===== src/rtl/ps2_poly_key_tracker_pkg.sv =====
// rtl/ps2_poly_key_tracker_pkg.sv - shared constants, prefix states and piano keymap
//
// Package ps2_piano_pkg: scan-code constants, prefix FSM state type, octave
// limits, the piano keymap and the octave-offset note helper.
// Optional feature macro used by the tracker: PS2_OCTAVE_SHIFT_EN.
package ps2_piano_pkg;

    localparam int CODE_W = 8;

    localparam logic [CODE_W-1:0] SC_BREAK = 8'hF0;
    localparam logic [CODE_W-1:0] SC_EXT   = 8'hE0;
    localparam logic [CODE_W-1:0] SC_UP    = 8'h75;
    localparam logic [CODE_W-1:0] SC_DOWN  = 8'h72;

    localparam logic [2:0] OCT_MIN     = 3'd0;
    localparam logic [2:0] OCT_NEUTRAL = 3'd2;
    localparam logic [2:0] OCT_MAX     = 3'd4;

    typedef enum logic [1:0] {
        IDLE    = 2'd0,
        BRK     = 2'd1,
        EXT     = 2'd2,
        EXT_BRK = 2'd3
    } prefixState_t;

    // Bottom letter row is chromatic, the other rows walk a major scale.
    function automatic logic [7:0] keymap(input logic [CODE_W-1:0] scanCode);
        case (scanCode)
            8'h1A: keymap = 8'd1;   // z
            8'h22: keymap = 8'd2;   // x
            8'h21: keymap = 8'd3;   // c
            8'h2A: keymap = 8'd4;   // v
            8'h32: keymap = 8'd5;   // b
            8'h31: keymap = 8'd6;   // n
            8'h3A: keymap = 8'd7;   // m
            8'h1C: keymap = 8'd8;   // a
            8'h1B: keymap = 8'd10;  // s
            8'h23: keymap = 8'd12;  // d
            8'h2B: keymap = 8'd13;  // f
            8'h34: keymap = 8'd15;  // g
            8'h33: keymap = 8'd17;  // h
            8'h3B: keymap = 8'd19;  // j
            8'h15: keymap = 8'd20;  // q
            8'h1D: keymap = 8'd22;  // w
            8'h24: keymap = 8'd24;  // e
            8'h2D: keymap = 8'd25;  // r
            8'h2C: keymap = 8'd27;  // t
            8'h35: keymap = 8'd29;  // y
            8'h3C: keymap = 8'd31;  // u
            8'h43: keymap = 8'd32;  // i
            8'h44: keymap = 8'd34;  // o
            8'h4D: keymap = 8'd36;  // p
            8'h16: keymap = 8'd32;  // 1
            8'h1E: keymap = 8'd34;  // 2
            8'h26: keymap = 8'd36;  // 3
            8'h25: keymap = 8'd37;  // 4
            8'h2E: keymap = 8'd39;  // 5
            8'h36: keymap = 8'd41;  // 6
            8'h3D: keymap = 8'd43;  // 7
            8'h3E: keymap = 8'd44;  // 8
            8'h46: keymap = 8'd46;  // 9
            8'h45: keymap = 8'd48;  // 0
            default: keymap = 8'd0;
        endcase
    endfunction

    // key + 12*(octave-2), clamped to the playable range 1..127.
    function automatic logic [6:0] octaveNote(input logic [7:0] key, input logic [2:0] octave);
        logic signed [9:0] raw;
        raw = $signed({2'b00, key}) + $signed(10'd12) * ($signed({7'b0, octave}) - 10'sd2);
        if (raw < 10'sd1)
            octaveNote = 7'd1;
        else if (raw > 10'sd127)
            octaveNote = 7'd127;
        else
            octaveNote = raw[6:0];
    endfunction

endpackage


===== src/rtl/ps2_poly_key_tracker_if.sv =====
// rtl/ps2_poly_key_tracker_if.sv - byte input and voice output bundle of the key tracker
//
// Signals: iFlag/iData (byte strobe and scan code from the PS/2 receiver),
// oNotes/oValid/oActive (per-slot notes, slot-held flags, held count),
// oEvent (slot or octave change pulse), oOctave (octave offset, 2 = neutral).
// master: byte source / voice consumer. slave: the tracker.
interface ps2_poly_key_tracker_if
    import ps2_piano_pkg::*;
#(
    parameter int NUM_VOICES = 4,
    parameter int NOTE_W     = 8
);
    logic                         iFlag;
    logic [CODE_W-1:0]            iData;
    logic [NUM_VOICES*NOTE_W-1:0] oNotes;
    logic [NUM_VOICES-1:0]        oValid;
    logic [3:0]                   oActive;
    logic                         oEvent;
    logic [2:0]                   oOctave;

    modport master (
        output iFlag, iData,
        input  oNotes, oValid, oActive, oEvent, oOctave
    );

    modport slave (
        input  iFlag, iData,
        output oNotes, oValid, oActive, oEvent, oOctave
    );
endinterface


===== src/rtl/ps2_poly_key_tracker_voice_alloc.sv =====
// rtl/ps2_poly_key_tracker_voice_alloc.sv - voice slot table with allocation, stealing and aging
//
// Module ps2_voice_alloc.
// Ports: iClk, iReset (sync, active-high), iMake/iBreak (one-cycle requests),
// iCode (scan code), iNote (note for a make), oNotes/oValid (registered slots),
// oActive (held count), oChange (a slot changes on the next edge).
module ps2_voice_alloc
    import ps2_piano_pkg::*;
#(
    parameter int NUM_VOICES   = 4,
    parameter int NOTE_W       = 8,
    parameter int STEAL_OLDEST = 1,
    parameter int AGE_W        = 3
) (
    input  logic                         iClk,
    input  logic                         iReset,
    input  logic                         iMake,
    input  logic                         iBreak,
    input  logic [CODE_W-1:0]            iCode,
    input  logic [NOTE_W-1:0]            iNote,
    output logic [NUM_VOICES*NOTE_W-1:0] oNotes,
    output logic [NUM_VOICES-1:0]        oValid,
    output logic [3:0]                   oActive,
    output logic                         oChange
);
    localparam int IDX_W = (NUM_VOICES > 1) ? $clog2(NUM_VOICES) : 1;

    logic [CODE_W-1:0] slotCode [NUM_VOICES];
    logic [NOTE_W-1:0] slotNote [NUM_VOICES];
    logic [AGE_W-1:0]  slotAge  [NUM_VOICES];
    logic [NUM_VOICES-1:0] slotValid;

    logic             matchHit, freeHit, doAlloc, doRelease;
    logic [IDX_W-1:0] matchIdx, freeIdx, oldestIdx, target;
    logic [AGE_W-1:0] oldestAge;

    always_comb begin
        matchHit = 1'b0;
        matchIdx = '0;
        freeHit  = 1'b0;
        freeIdx  = '0;
        // Walk downward so the lowest matching / free index wins.
        for (int k = NUM_VOICES - 1; k >= 0; k--) begin
            if (slotValid[k] && slotCode[k] == iCode) begin
                matchHit = 1'b1;
                matchIdx = IDX_W'(k);
            end
            if (!slotValid[k]) begin
                freeHit = 1'b1;
                freeIdx = IDX_W'(k);
            end
        end
        // Strict compare walking upward keeps ties on the lowest index.
        oldestIdx = '0;
        oldestAge = '0;
        for (int k = 0; k < NUM_VOICES; k++) begin
            if (slotAge[k] > oldestAge) begin
                oldestAge = slotAge[k];
                oldestIdx = IDX_W'(k);
            end
        end

        doAlloc = 1'b0;
        target  = freeIdx;
        if (iMake && !matchHit) begin
            if (freeHit) begin
                doAlloc = 1'b1;
            end else if (STEAL_OLDEST != 0) begin
                doAlloc = 1'b1;
                target  = oldestIdx;
            end
        end
        doRelease = iBreak && matchHit;
        oChange   = doAlloc || doRelease;
    end

    always_ff @(posedge iClk) begin
        if (iReset) begin
            slotValid <= '0;
            for (int k = 0; k < NUM_VOICES; k++) begin
                slotCode[k] <= '0;
                slotNote[k] <= '0;
                slotAge[k]  <= '0;
            end
        end else if (doAlloc) begin
            for (int k = 0; k < NUM_VOICES; k++) begin
                if (target == IDX_W'(k)) begin
                    slotValid[k] <= 1'b1;
                    slotCode[k]  <= iCode;
                    slotNote[k]  <= iNote;
                    slotAge[k]   <= '0;
                end else if (slotValid[k] && slotAge[k] != '1) begin
                    slotAge[k] <= slotAge[k] + 1'b1;
                end
            end
        end else if (doRelease) begin
            slotValid[matchIdx] <= 1'b0;
            slotCode[matchIdx]  <= '0;
            slotNote[matchIdx]  <= '0;
            slotAge[matchIdx]   <= '0;
        end
    end

    always_comb begin
        oNotes  = '0;
        oActive = '0;
        for (int k = 0; k < NUM_VOICES; k++) begin
            oNotes[k*NOTE_W +: NOTE_W] = slotNote[k];
            oActive = oActive + {3'b000, slotValid[k]};
        end
    end

    assign oValid = slotValid;

endmodule


===== src/rtl/ps2_poly_key_tracker.sv =====
// rtl/ps2_poly_key_tracker.sv - polyphonic PS/2 scan-code key tracker
//
// Ports: iClk, iReset (sync, active-high), bus (slave side of
// ps2_poly_key_tracker_if: iFlag/iData in; oNotes/oValid/oActive/oEvent/oOctave out).
// Holds the make/break/extended prefix FSM, keymap lookup and the octave
// register; slot storage lives in ps2_voice_alloc.
// Optional feature macro: PS2_OCTAVE_SHIFT_EN (E0 75 / E0 72 move the octave).
module ps2_poly_key_tracker
    import ps2_piano_pkg::*;
#(
    parameter int NUM_VOICES   = 4,
    parameter int NOTE_W       = 8,
    parameter int STEAL_OLDEST = 1,
    parameter int AGE_W        = 3
) (
    input logic iClk,
    input logic iReset,
    ps2_poly_key_tracker_if.slave bus
);
    prefixState_t state, stateNext;
    logic         makeStb, breakStb, extMakeStb;
    logic [7:0]   keyNote;
    logic [2:0]   octave;
    logic         octChange, slotChange, eventReg;
    logic [NOTE_W-1:0] noteIn;
    logic [NUM_VOICES*NOTE_W-1:0] notesFlat;
    logic [NUM_VOICES-1:0] validFlat;
    logic [3:0] activeCount;

    always_ff @(posedge iClk) begin
        if (iReset)
            state <= IDLE;
        else
            state <= stateNext;
    end

    always_comb begin
        stateNext  = state;
        makeStb    = 1'b0;
        breakStb   = 1'b0;
        extMakeStb = 1'b0;
        if (bus.iFlag) begin
            case (state)
                IDLE: begin
                    if (bus.iData == SC_BREAK)
                        stateNext = BRK;
                    else if (bus.iData == SC_EXT)
                        stateNext = EXT;
                    else
                        makeStb = 1'b1;
                end
                BRK: begin
                    breakStb  = 1'b1;
                    stateNext = IDLE;
                end
                EXT: begin
                    if (bus.iData == SC_BREAK) begin
                        stateNext = EXT_BRK;
                    end else begin
                        extMakeStb = 1'b1;
                        stateNext  = IDLE;
                    end
                end
                EXT_BRK: stateNext = IDLE;
                default: stateNext = IDLE;
            endcase
        end
    end

    assign keyNote = keymap(bus.iData);
    // Held notes keep the value computed at press time; only new makes see
    // the current octave.
    assign noteIn  = NOTE_W'(octaveNote(keyNote, octave));

`ifdef PS2_OCTAVE_SHIFT_EN
    logic octUp, octDown;
    assign octUp     = extMakeStb && bus.iData == SC_UP   && octave != OCT_MAX;
    assign octDown   = extMakeStb && bus.iData == SC_DOWN && octave != OCT_MIN;
    assign octChange = octUp || octDown;

    always_ff @(posedge iClk) begin
        if (iReset)
            octave <= OCT_NEUTRAL;
        else if (octUp)
            octave <= octave + 3'd1;
        else if (octDown)
            octave <= octave - 3'd1;
    end
`else
    logic unusedExtMake;
    assign unusedExtMake = extMakeStb;
    assign octave        = OCT_NEUTRAL;
    assign octChange     = 1'b0;
`endif

    ps2_voice_alloc #(
        .NUM_VOICES  (NUM_VOICES),
        .NOTE_W      (NOTE_W),
        .STEAL_OLDEST(STEAL_OLDEST),
        .AGE_W       (AGE_W)
    ) voiceAlloc (
        .iClk   (iClk),
        .iReset (iReset),
        .iMake  (makeStb && keyNote != 8'd0),
        .iBreak (breakStb),
        .iCode  (bus.iData),
        .iNote  (noteIn),
        .oNotes (notesFlat),
        .oValid (validFlat),
        .oActive(activeCount),
        .oChange(slotChange)
    );

    always_ff @(posedge iClk) begin
        if (iReset)
            eventReg <= 1'b0;
        else
            eventReg <= slotChange || octChange;
    end

    assign bus.oNotes  = notesFlat;
    assign bus.oValid  = validFlat;
    assign bus.oActive = activeCount;
    assign bus.oEvent  = eventReg;
    assign bus.oOctave = octave;

endmodule


===== src/flat_wrapper.sv =====
// flat-port wrapper written by rule: the top's interface ports become plain ports
module ps2_poly_key_tracker_flat import ps2_piano_pkg::*;
#(
    parameter int NUM_VOICES   = 4,
    parameter int NOTE_W       = 8,
    parameter int STEAL_OLDEST = 1,
    parameter int AGE_W        = 3
)
  (iClk, iReset, bus_iFlag, bus_iData, bus_oNotes, bus_oValid, bus_oActive, bus_oEvent, bus_oOctave);
  ps2_poly_key_tracker_if #(.NUM_VOICES(NUM_VOICES), .NOTE_W(NOTE_W)) bus_i ();
  input logic iClk;
  input logic iReset;
  input wire logic [$bits(bus_i.iFlag)-1:0] bus_iFlag;
  input wire logic [$bits(bus_i.iData)-1:0] bus_iData;
  output wire logic [$bits(bus_i.oNotes)-1:0] bus_oNotes;
  output wire logic [$bits(bus_i.oValid)-1:0] bus_oValid;
  output wire logic [$bits(bus_i.oActive)-1:0] bus_oActive;
  output wire logic [$bits(bus_i.oEvent)-1:0] bus_oEvent;
  output wire logic [$bits(bus_i.oOctave)-1:0] bus_oOctave;
  assign bus_i.iFlag = bus_iFlag;
  assign bus_i.iData = bus_iData;
  assign bus_oNotes = bus_i.oNotes;
  assign bus_oValid = bus_i.oValid;
  assign bus_oActive = bus_i.oActive;
  assign bus_oEvent = bus_i.oEvent;
  assign bus_oOctave = bus_i.oOctave;
  ps2_poly_key_tracker #(.NUM_VOICES(NUM_VOICES), .NOTE_W(NOTE_W), .STEAL_OLDEST(STEAL_OLDEST), .AGE_W(AGE_W)) u_core (.iClk(iClk), .iReset(iReset), .bus(bus_i));
endmodule

===== config.mk =====
export PLATFORM = sky130hd
export DESIGN_NAME = ps2_poly_key_tracker_flat
export DESIGN_NICKNAME = d
export VERILOG_FILES = /design/src/rtl/ps2_poly_key_tracker_pkg.sv /design/src/rtl/ps2_poly_key_tracker_if.sv /design/src/rtl/ps2_poly_key_tracker_voice_alloc.sv /design/src/rtl/ps2_poly_key_tracker.sv /design/src/flat_wrapper.sv
export SDC_FILE = /design/constraint.sdc
export NUM_CORES = 1
export LEC_CHECK = 0
export BUFFER_PORTS_ARGS = -buffer_cell sky130_fd_sc_hd__buf_2
export CORE_ASPECT_RATIO = 0.6
export CORE_MARGIN = 2
export CORE_UTILIZATION = 40
export DETAILED_ROUTE_END_ITERATION = 8
export REMOVE_ABC_BUFFERS = 1
export SYNTH_ARGS = -nofsm -noshare
export SYNTH_HDL_FRONTEND = slang
export SYNTH_SLANG_ARGS = --single-unit

===== constraint.sdc =====
create_clock -name iClk -period 5.8 [get_ports iClk]
set_clock_uncertainty 0.15 [all_clocks]
set_input_delay 1.16 -clock iClk [delete_from_list [all_inputs] [get_ports iClk]]
set_output_delay 1.16 -clock iClk [all_outputs]
set_load 0.01 [all_outputs]

# Word level (Yosys, flattened, before mapping)
# Memory sizes are Yosys's and may differ from the RTL's.
# Index checks and enable logic that the tools add are counted.
# totals
in_bits	11
out_inout_bits	44
wordCells	204
n_memories	4
mem_bits_rw	72
ff_bits	7
mem_bits_ro	768
# classes
addsub	7
n_reduce_logical	27
order_cmp	8
n_eq_ne	21
bitwise_logic	18
muxes	113
# mem_list
name	words	width	read_ports	rd_clocked_by_memory_dff	write_ports	line	source
(name not given)	128	6	1	0	0	ps2_poly_key_tracker_pkg.sv:28	case (scanCode)
u_core.voiceAlloc.slotCode	4	8	4	0	4	ps2_poly_key_tracker_voice_alloc.sv:28	logic [CODE_W-1:0] slotCode [NUM_VOICES];
u_core.voiceAlloc.slotNote	4	7	4	0	4	ps2_poly_key_tracker_voice_alloc.sv:29	logic [NOTE_W-1:0] slotNote [NUM_VOICES];
u_core.voiceAlloc.slotAge	4	3	4	0	4	ps2_poly_key_tracker_voice_alloc.sv:30	logic [AGE_W-1:0] slotAge [NUM_VOICES];
# op_table
cell	n
two-way mux 1 bit	66
two-way mux 7 bit	7
two-way mux 8 bit	6
two-way mux 2 bit	18
two-way mux 3 bit	12
== test 8 bit	4
== test 8 bit, second input constant	2
bitwise OR 1 bit	16
adder 3 x 1 -> 3 bit, second input constant	4
logical AND 1 bit	12
!= test 3 bit, second input constant	4
AND reduction 2 bit	5
greater-than comparator 3 bit	3
== test 2 bit, second input constant	4
greater-than comparator 8 x 7 -> 1 bit, second input constant	1
< comparator 8 x 1 -> 1 bit, second input constant	1
two-way mux 4 bit	2
!= test 2 x 1 -> 1 bit, second input constant	4
nonzero test 8 bit	1
OR reduction 8 bit	1
OR reduction 7 bit	1
case mux 2 bit (3 select lines)	1
adder 3 x 1 -> 4 bit	1
AND 4 bit	1
other kinds (15)	17

# Depth between registers and ports, before layout
# Gate-level depths: netlist of the first run.
# An unclocked memory read counts as a cell.
# logic_depth
word_depth	19
ltp_mapped	26
ltp_nobuf	25

# Modules after synthesis
# Synthesis of the first run repeated with hierarchy kept, for this count alone.
# hier_totals
cells_unflattened	520
area_unflattened_um2	4868.4
# modules_own_cells
mod	area_per_inst_um2	instances	cells_each	seq_area_each_um2
ps2_voice_alloc	3942.5	1	403	1601.5
ps2_poly_key_tracker	925.9	1	117	60.1

# Worst setup path after synthesis of the first run
# OpenSTA, ideal clock, no wires.
# synth_path
path_kind	reg-to-reg
from	memory u_core.voiceAlloc.slotAge[0][0]
to	memory u_core.voiceAlloc.slotNote[2][3] (netlist bit)
setup_time_ps	65
t_required_ps	5585
path_stages_with_launch	27
n_path_buf	1
synth_period_minus_slack_ps	4755
arrival_ps	4540
path_slack_ps	1045
path_cell_list	dfxtp_1 > inv_1 > ha_1 > a21oi_1 > ha_1 > nor2b_1 > o21ai_0 > a32oi_1 > a211oi_1 > a21oi_1 > ha_1 > nor2b_1 > o21ai_0 > a32o_1 > nand2_1 > o21ai_0 > ha_1 > nor2b_1 > o21ai_0 > a32oi_1 > a21o_1 > a22o_1 > a2111o_1 > a211oi_4 > buf_6 > a22oi_1 > nor2_1
# synth_lines
element	line
from (decl)	ps2_poly_key_tracker_voice_alloc.sv:30
to (decl)	ps2_poly_key_tracker_voice_alloc.sv:29

==> impl_summary.md, run 1 <==
Global routing
The number of global-route vias before repair came to 3650. Entering global routing, the biggest net connects 27 pins. The number of antenna violations at the first check in global routing is 0. The global-route total usage across every layer is roughly 20%. For this run the aggregate overflow at the end of global routing stands at 0. The global-route wire length before repair is 19090 um.

Timing
The final critical-path share of the clock period is approximately 94%. At the pin with the least slew margin, the transition time is 937.7 ps. The headroom to the max-slew limit is 37.25%. Setup violations remaining at the end of the flow were counted as 0. The number of max-slew violations in the final report was 0. The least setup slack across all paths after layout is 330.6 ps. The number of endpoints with negative hold slack in the final report is 0. The worst slack on hold paths is about 300 ps. After layout, the minimum clock period comes to approximately 5500 ps.

The timing-limited maximum frequency is 0.1828 GHz.

Critical path
For the worst setup path, the data required time is 5880 ps. Grouping stages by cell kind, the critical path spends the most delay in compound AO/OA/AOI/OAI gates. The kind of end point of the critical path is a flop. The library cell appearing most often on the critical path is ha_1.

The stage delay of the slowest cell on the critical path is 390 ps. The slowest stage of the critical path is the a211oi_2 cell. The worst setup path is launched from a flop. The maximum fanout along the worst path is 10. The type of the worst setup path is flop to flop. Data arrives at the worst endpoint at 5550 ps. The sum of buffers and inverters on the critical path is 1.

Final layout
The top cell types in the final layout, fill and taps aside, are dfxtp_1, nand2_1, nor2_1, buf_2, xnor2_1. From synthesis to final layout, the design area changed by 11.95%. The number of standard cells in the final layout excluding fillers is 696. The final net count is 585. The number of antenna repair diodes is 0.

The ratio of cells with drive above 1 in the final layout is 16.49%. The library cell used most frequently in the layout, excluding fill and tap cells, is dfxtp_1.

Synth
The synthesized netlist devotes 22.81% of its cell area to compound gates. The synthesized design devotes to its leading area cell type between 30% and 40% of total area. The netlist uses 69 different library cells. The share of the yosys chip area belonging to registers is 32.89%. During synthesis, Yosys emitted a total of 0 warnings. In this run, synthesis produced a sequential element count of 75.

The synthesized netlist devotes 6.140% of its cell area to XOR and XNOR gates. The dominant cell type by area after synthesis is dfxtp_1. The number of flops mapped to enable cells by yosys is 0. The post-synthesis adder-cell area fraction is 7.566%. A synthesized cell averages between 8 and 9 sq um. The cell area that synthesis handed to floorplanning was 4564 sq um. The share of flip-flops with an asynchronous set or reset after synthesis is 0%. The number of standard cells after synthesis is 520.

Of the total synthesized cell area, the portion taken by AND, OR, NAND and NOR gates is 18.12%. The portion of synthesized area spent on multiplexers is roughly 3.2%. Among all flip-flop cells after synthesis, the most frequent one is dfxtp_1. By area the synthesized netlist is led by dfxtp_1, ha_1, xnor2_1.

The dominant combinational cell family by area after synthesis is compound AO/OA/AOI/OAI gates.

Placed design
Summed over all nets, the half-perimeter wirelength after detailed placement is between 8000 and 9000 um. The pre-CTS setup slack is between 150 and 200 ps. The number of I/O port buffers is 42.

The placed instance count is 678. Routability-driven placement finished with a final weighted congestion of 0.8505.

Floorplanning
The die covers 12310 sq um. The standard-cell row count is 30. The floorplan die height is 86.75 um. The region available for standard cell placement spans about 11000 sq um. The initial cell density of the core is 40.67%.

The total I/O pin count is 55. The die is between 100 and 150 um wide.

Routing
The starting DRC count in detailed routing is 381. The routed via count is 3897. The DRC violation count after routing is 0.

The first TritonRoute pass finished after 5 iterations. The remaining antenna violation count is 0. The average via count per standard cell is 5.599. For this block, the routed nets add up to 11920 um of wire. The wire length per cell after detailed routing is 17.13 um.

Worst hold path
The class of the tightest hold or removal check is flop to flop.

Run
The tool flagged a number of max-cap violations equal to 0.

Clocking
After clock tree synthesis, the clock-pin slew on the worst setup and hold paths is 60 ps. The clock sink count is 75. The hold buffer count at cts is 0. The clock reaches the later pin of the worst-skew pair after 330 ps.

The number of clock buffers added by TritonCTS is 9. The clock passes through at most 2 buffers. The cell sitting at the root of the clock tree is a clkbuf_16. The H-tree generated during clock tree synthesis spans 3 levels. TritonCTS built the clock tree.

Power and ir drop
The leakage dissipation is 2.062 nW. VDD sags by at most 0.1540 mV. For this design the ratio of total power to cell area is between 200 and 300 nW/um^2.

Run status
The flow ran to the end, and the final reports show no timing, DRC or antenna violations.
final timing paths:
path | from | endpoint | slack, ps | cells past startpoint
hold / removal | u_core.voiceAlloc.slotNote[0][3]$_SDFFE_PP0P_ | u_core.voiceAlloc.slotNote[0][3]$_SDFFE_PP0P_ | 300 | 2
setup / recovery | u_core.voiceAlloc.slotAge[0][0]$_SDFFE_PP0P_ | u_core.voiceAlloc.slotAge[2][2]$_SDFFE_PP0P_ | 330 | 25
hold reg to reg | u_core.voiceAlloc.slotNote[0][3]$_SDFFE_PP0P_ | u_core.voiceAlloc.slotNote[0][3]$_SDFFE_PP0P_ | 300 | 2
setup reg to reg | u_core.voiceAlloc.slotAge[0][0]$_SDFFE_PP0P_ | u_core.voiceAlloc.slotAge[2][2]$_SDFFE_PP0P_ | 330 | 25
cell families after synthesis:
family          Yosys count
compound gates          131
xor+xnor                 32
fa+ha+maj                27
buf+inv                  72
flops                    75
mux                      14
other cells               2
simple gates            167
registers in the layout, indices dropped and copies added, names as in the netlist:
register	cells
u_core.bus.oEvent	1
u_core.state	2
u_core.voiceAlloc.oValid	4
u_core.voiceAlloc.slotAge	12
u_core.voiceAlloc.slotCode	32
u_core.voiceAlloc.slotNote	24
worst reg2reg max path, cell delays in order, from the launching register on:
cell      delay [ps]
dfxtp_1          370
inv_1             90
ha_1             220
a21oi_1          230
ha_1             190
nor2b_1           40
o21ai_0          220
a32oi_1          190
a211oi_2         260
a21oi_1           90
ha_1             340
nor2b_1          140
o21ai_1           90
a32o_1           260
nand2_1           60
o21ai_0           80
ha_1             300
nor2b_1          140
o21ai_0          140
a32oi_1          110
a21o_1           190
a22o_1           310
a211oi_2         400
a21oi_2          250
and3_1           240
mux2_2           260
final cells by class:
| class | instances | area [sq um] |
|---|---|---|
| Fill cell | 1084 | 6113 |
| Clock inverter | 6 | 93.84 |
| Inverter | 30 | 112.6 |
| Tap cell | 144 | 180.2 |
| Clock buffer | 10 | 229.0 |
| Timing Repair Buffer | 48 | 267.8 |
| Sequential cell | 75 | 1501 |
| Multi-Input combinational cell | 383 | 2725 |
per-layer routing:
layer / up-vias / part of all wire, % / GRT usage [%]
met4: 0 / 0.60 / 3.273
li1: 1897 / - / -
met2: 140 / 40 / 28.16
met5: - / 0 / 0
met1: 1852 / 52 / 30.36
met3: 8 / 7.3 / 4.862
through the flow:
step	TNS, ps	instance area (sq um)	utilization, %	power [mW]
after floorplan	0	4300	-	0.6416
after global placement	0	4721	42.06	0.7000
after detailed placement	0	4721	42.06	0.7013
after CTS	0	5044	44.94	1.305
after global routing	-57.66	5110	45.53	1.348
final	0	5110	45.53	1.305
timing repair:
| action | 4_1_cts | 5_1_grt |
|---|---|---|
| resized for setup | 0 | 8 |
| buffers inserted | 0 | 2 |
| endpoints found under the setup margin | 0 | 66 |
cell usage after synthesis, types with 16 or more instances:
cell type	number
a22o_1	19
inv_1	30
buf_4	19
xnor2_1	31
nor2_1	45
a22oi_1	26
nand3_1	16
o21ai_0	27
nand2_1	44
ha_1	26
dfxtp_1	75
where the power goes:
group / switching (mW) / total, mW / internal (mW) / leakage (nW)
Combinational: 0.109 / 0.161 / 0.0527 / 1.30
Sequential: 0.00966 / 0.536 / 0.526 / 0.606
Clock: 0.227 / 0.608 / 0.381 / 0.154
Power figures use the tool's default switching activity.
==> run 2, diff against run 1 <==
--- a/config.mk
+++ b/config.mk
@@ -9,6 +9,7 @@
 export CORE_ASPECT_RATIO = 0.6
 export CORE_MARGIN = 2
 export CORE_UTILIZATION = 40
+export CTS_BUF_LIST = sky130_fd_sc_hd__clkbuf_4 sky130_fd_sc_hd__clkbuf_8
 export DETAILED_ROUTE_END_ITERATION = 8
 export REMOVE_ABC_BUFFERS = 1
 export SYNTH_ARGS = -nofsm -noshare
==> impl_summary.md, run 2 (synthesis results as in run 1) <==
Floorplanning
The core footprint is 11220 sq um (unchanged). The initial cell density of the core is 40.67% (unchanged). The floorplan die height was 86.75 um (unchanged). The standard-cell row count is 30 (unchanged). The total I/O pin count came to 55 (unchanged). The horizontal extent of the die came to 141.9 um (unchanged). The die outline area is 12310 sq um (unchanged).

Critical path
The worst reg2reg path depth is 25 (unchanged). The maximum fanout along the worst path came to 10 (unchanged). STA classifies the critical path endpoint as a flop. The data arrival time of the worst path is 5570 ps (+20 ps). The worst setup path is launched from a flop. The type of the worst setup path is flop to flop.

The data required time at the worst endpoint is 5900 ps (+20 ps).

Final layout
The commonest non-fill, non-tap cell in the layout is dfxtp_1. The largest registers in the layout are u_core.voiceAlloc.slotCode: 32 flops, u_core.voiceAlloc.slotNote: 24 flops, u_core.voiceAlloc.slotAge: 12 flops. The number of flip-flops under the largest register name was 32 (unchanged). The register with the most flip-flops in the final layout is u_core.voiceAlloc.slotCode. The number of antenna repair diodes is 0 (unchanged). In the layout the commonest cells are dfxtp_1, nand2_1, nor2_1, buf_2, xnor2_1. The layout overhead on the synthesized area is 9.814%. The ratio of cells with drive above 1 in the final layout came to 16.67% (+0.18 points). The utilization of the core after routing is 44.66% (-0.87 points). The final net count is 585 (unchanged).

Power and ir drop
The leakage dissipation came to 2.019 nW (-2.1%). The post-route total power is 1.157 mW (-11%). The share of power burned in the clock network is 39.7% (-6.9 points). The switching power total came to 0.3274 mW (-5.1%). The combinational share of power was 14.0% (+1.6 points). The design internal power is 0.8299 mW (-14%).

The maximum vdd ir drop is 0.1057 mV (-31%). The part of the power in registers is 46.2% (+5.2 points). The switching portion of total power is 28.29% (+1.8 points). The power per cell area is 230.9 nW/um^2 (-9.6%).

Timing
The worst slack on hold paths is 306.6 ps (+3.193 ps). The headroom to the max-slew limit is 34.90% (-2.4 points). The slew at the pin closest to its max-slew limit is 972.9 ps (+35.13 ps). The number of endpoints failing setup at the final stage is 0 (unchanged). The post-layout minimum cycle time is 5467 ps (-1.943 ps). The number of max-slew violations in the final report came to 0 (unchanged). The least setup slack across all paths after layout is 332.5 ps (+1.943 ps). The number of endpoints with negative hold slack in the final report is 0 (unchanged). The final critical-path share of the clock period is 94.27% (about the same).

The total negative setup slack came to 0 ps (unchanged). The timing-limited maximum frequency is 0.1829 GHz (about the same).

Routing
The remaining antenna violation count is 0 (unchanged). The routed via count is 3965 (+1.7%). The wire length per cell after detailed routing came to 17.24 um (+0.60%). The starting DRC count in detailed routing is 382 (+0.26%). The DRC violation count after routing is 0 (unchanged). The first-pass iteration count of the detailed router came to 5 (unchanged).

The average via count per standard cell is 5.697 (+1.7%). The wire length reported by the detailed router is 12000 um (+0.60%).

Global routing
The global-route total usage across every layer is 19.95% (+0.14 points). The global-route wire length before repair came to 19200 um (+0.58%). The number of antenna violations at the first check in global routing is 0 (unchanged). The number of global-route vias before repair came to 3681 (+0.85%). The largest net degree at the start of global routing is 27 (unchanged). The aggregate global routing overflow is 0 (unchanged).

Placed design
The final weighted congestion in routability-driven placement is 0.8505 (unchanged). The pre-CTS setup slack is 152.7 ps (unchanged). The final HPWL from detailed placement is 8866 um (unchanged). The number of I/O port buffers is 42 (unchanged).

Clocking
The clock sink count is 75 (unchanged). The source-to-sink clock delay at the later pin of the worst-skew pair came to 360 ps (+30 ps). TritonCTS built the clock tree. The maximum level of the CTS H-tree is 3 (unchanged). The master cell of the clock root buffer is clkbuf_8. The clock slew at the register clock pins of the worst setup and hold paths is 90 ps (+30 ps). The number of CTS-inserted buffers is 9 (unchanged). The buffer depth of the longest clock path is 2 (unchanged).

Worst hold path
The number of cells on the worst hold path is 2 (unchanged). In this run the worst hold path is classified as flop to flop.

Run status
The run finished with clean final reports.

Run
The total of max-cap violations is 0 (unchanged).
==> run 2: cell types whose count changed in the layout (fill, tap and decap cells not counted) <==
cell,delta
clkbuf_8,+9
clkbuf_16,-9
clkbuf_4,+1
clkbuf_1,-1
==> run 2: metrics by stage <==
stage	std cells	cell area [sq um]
floorplan	488	4300
global placement	678	4721
detailed placement	678	4721
CTS	694	4946
global route	696	5012
finish	696	5012
==> run 2: routing by layer <==
layer | share of wire [%] | vias to the layer above | wire [um] | GRT usage (%)
li1 | - | 1898 | - | -
met1 | 52 | 1914 | 6184 | 30.32
met2 | 40 | 140 | 4847 | 28.60
met3 | 7.2 | 13 | 867 | 4.530
met4 | 0.81 | 0 | 97 | 4.091
met5 | 0 | - | 0 | 0
==> run 2: layout make-up <==
class	instances	area, sq um
multi-input cells	383	2725
well taps	144	180.2
inverters	30	112.6
fillers	1099	6211
clock inverters	6	93.84
clock buffers	10	131.4
flip-flops and latches	75	1501
repair buffers	48	267.8
==> run 2: what timing repair did <==
action | CTS | global route
resized for setup | 0 | 8
hold buffers | 0 | 0
endpoints found under the setup margin | 0 | 66
setup buffers | 0 | 2
==> run 2: worst max-delay path, stage by stage, from the launching register on <==
cell,delay [ps]
dfxtp_1,380
inv_1,90
ha_1,220
a21oi_1,230
ha_1,190
nor2b_1,40
o21ai_0,210
a32oi_1,180
a211oi_2,250
a21oi_1,90
ha_1,340
nor2b_1,140
o21ai_1,90
a32o_1,250
nand2_1,60
o21ai_0,80
ha_1,300
nor2b_1,140
o21ai_0,140
a32oi_1,110
a21o_1,200
a22o_1,310
a211oi_2,390
a21oi_2,250
and3_1,230
mux2_2,260
==> run 2: path summary, 6_finish.rpt <==
kind	startpoint	to	slack [ps]
worst min-delay path	u_core.voiceAlloc.slotNote[0][3]$_SDFFE_PP0P_	u_core.voiceAlloc.slotNote[0][3]$_SDFFE_PP0P_	310
worst max-delay path	u_core.voiceAlloc.slotAge[0][0]$_SDFFE_PP0P_	u_core.voiceAlloc.slotAge[2][2]$_SDFFE_PP0P_	330
worst min register to register	u_core.voiceAlloc.slotNote[0][3]$_SDFFE_PP0P_	u_core.voiceAlloc.slotNote[0][3]$_SDFFE_PP0P_	310
worst max register to register	u_core.voiceAlloc.slotAge[0][0]$_SDFFE_PP0P_	u_core.voiceAlloc.slotAge[2][2]$_SDFFE_PP0P_	330
==> run 2: power by group through the flow <==
stage	logic (mW)	registers, mW	clock network, mW
2_1_floorplan	0.0948	0.547	0
3_3_place_gp	0.153	0.547	0
3_5_place_dp	0.154	0.547	0
4_1_cts	0.156	0.535	0.469
5_1_grt	0.177	0.536	0.486
6_report	0.163	0.535	0.460
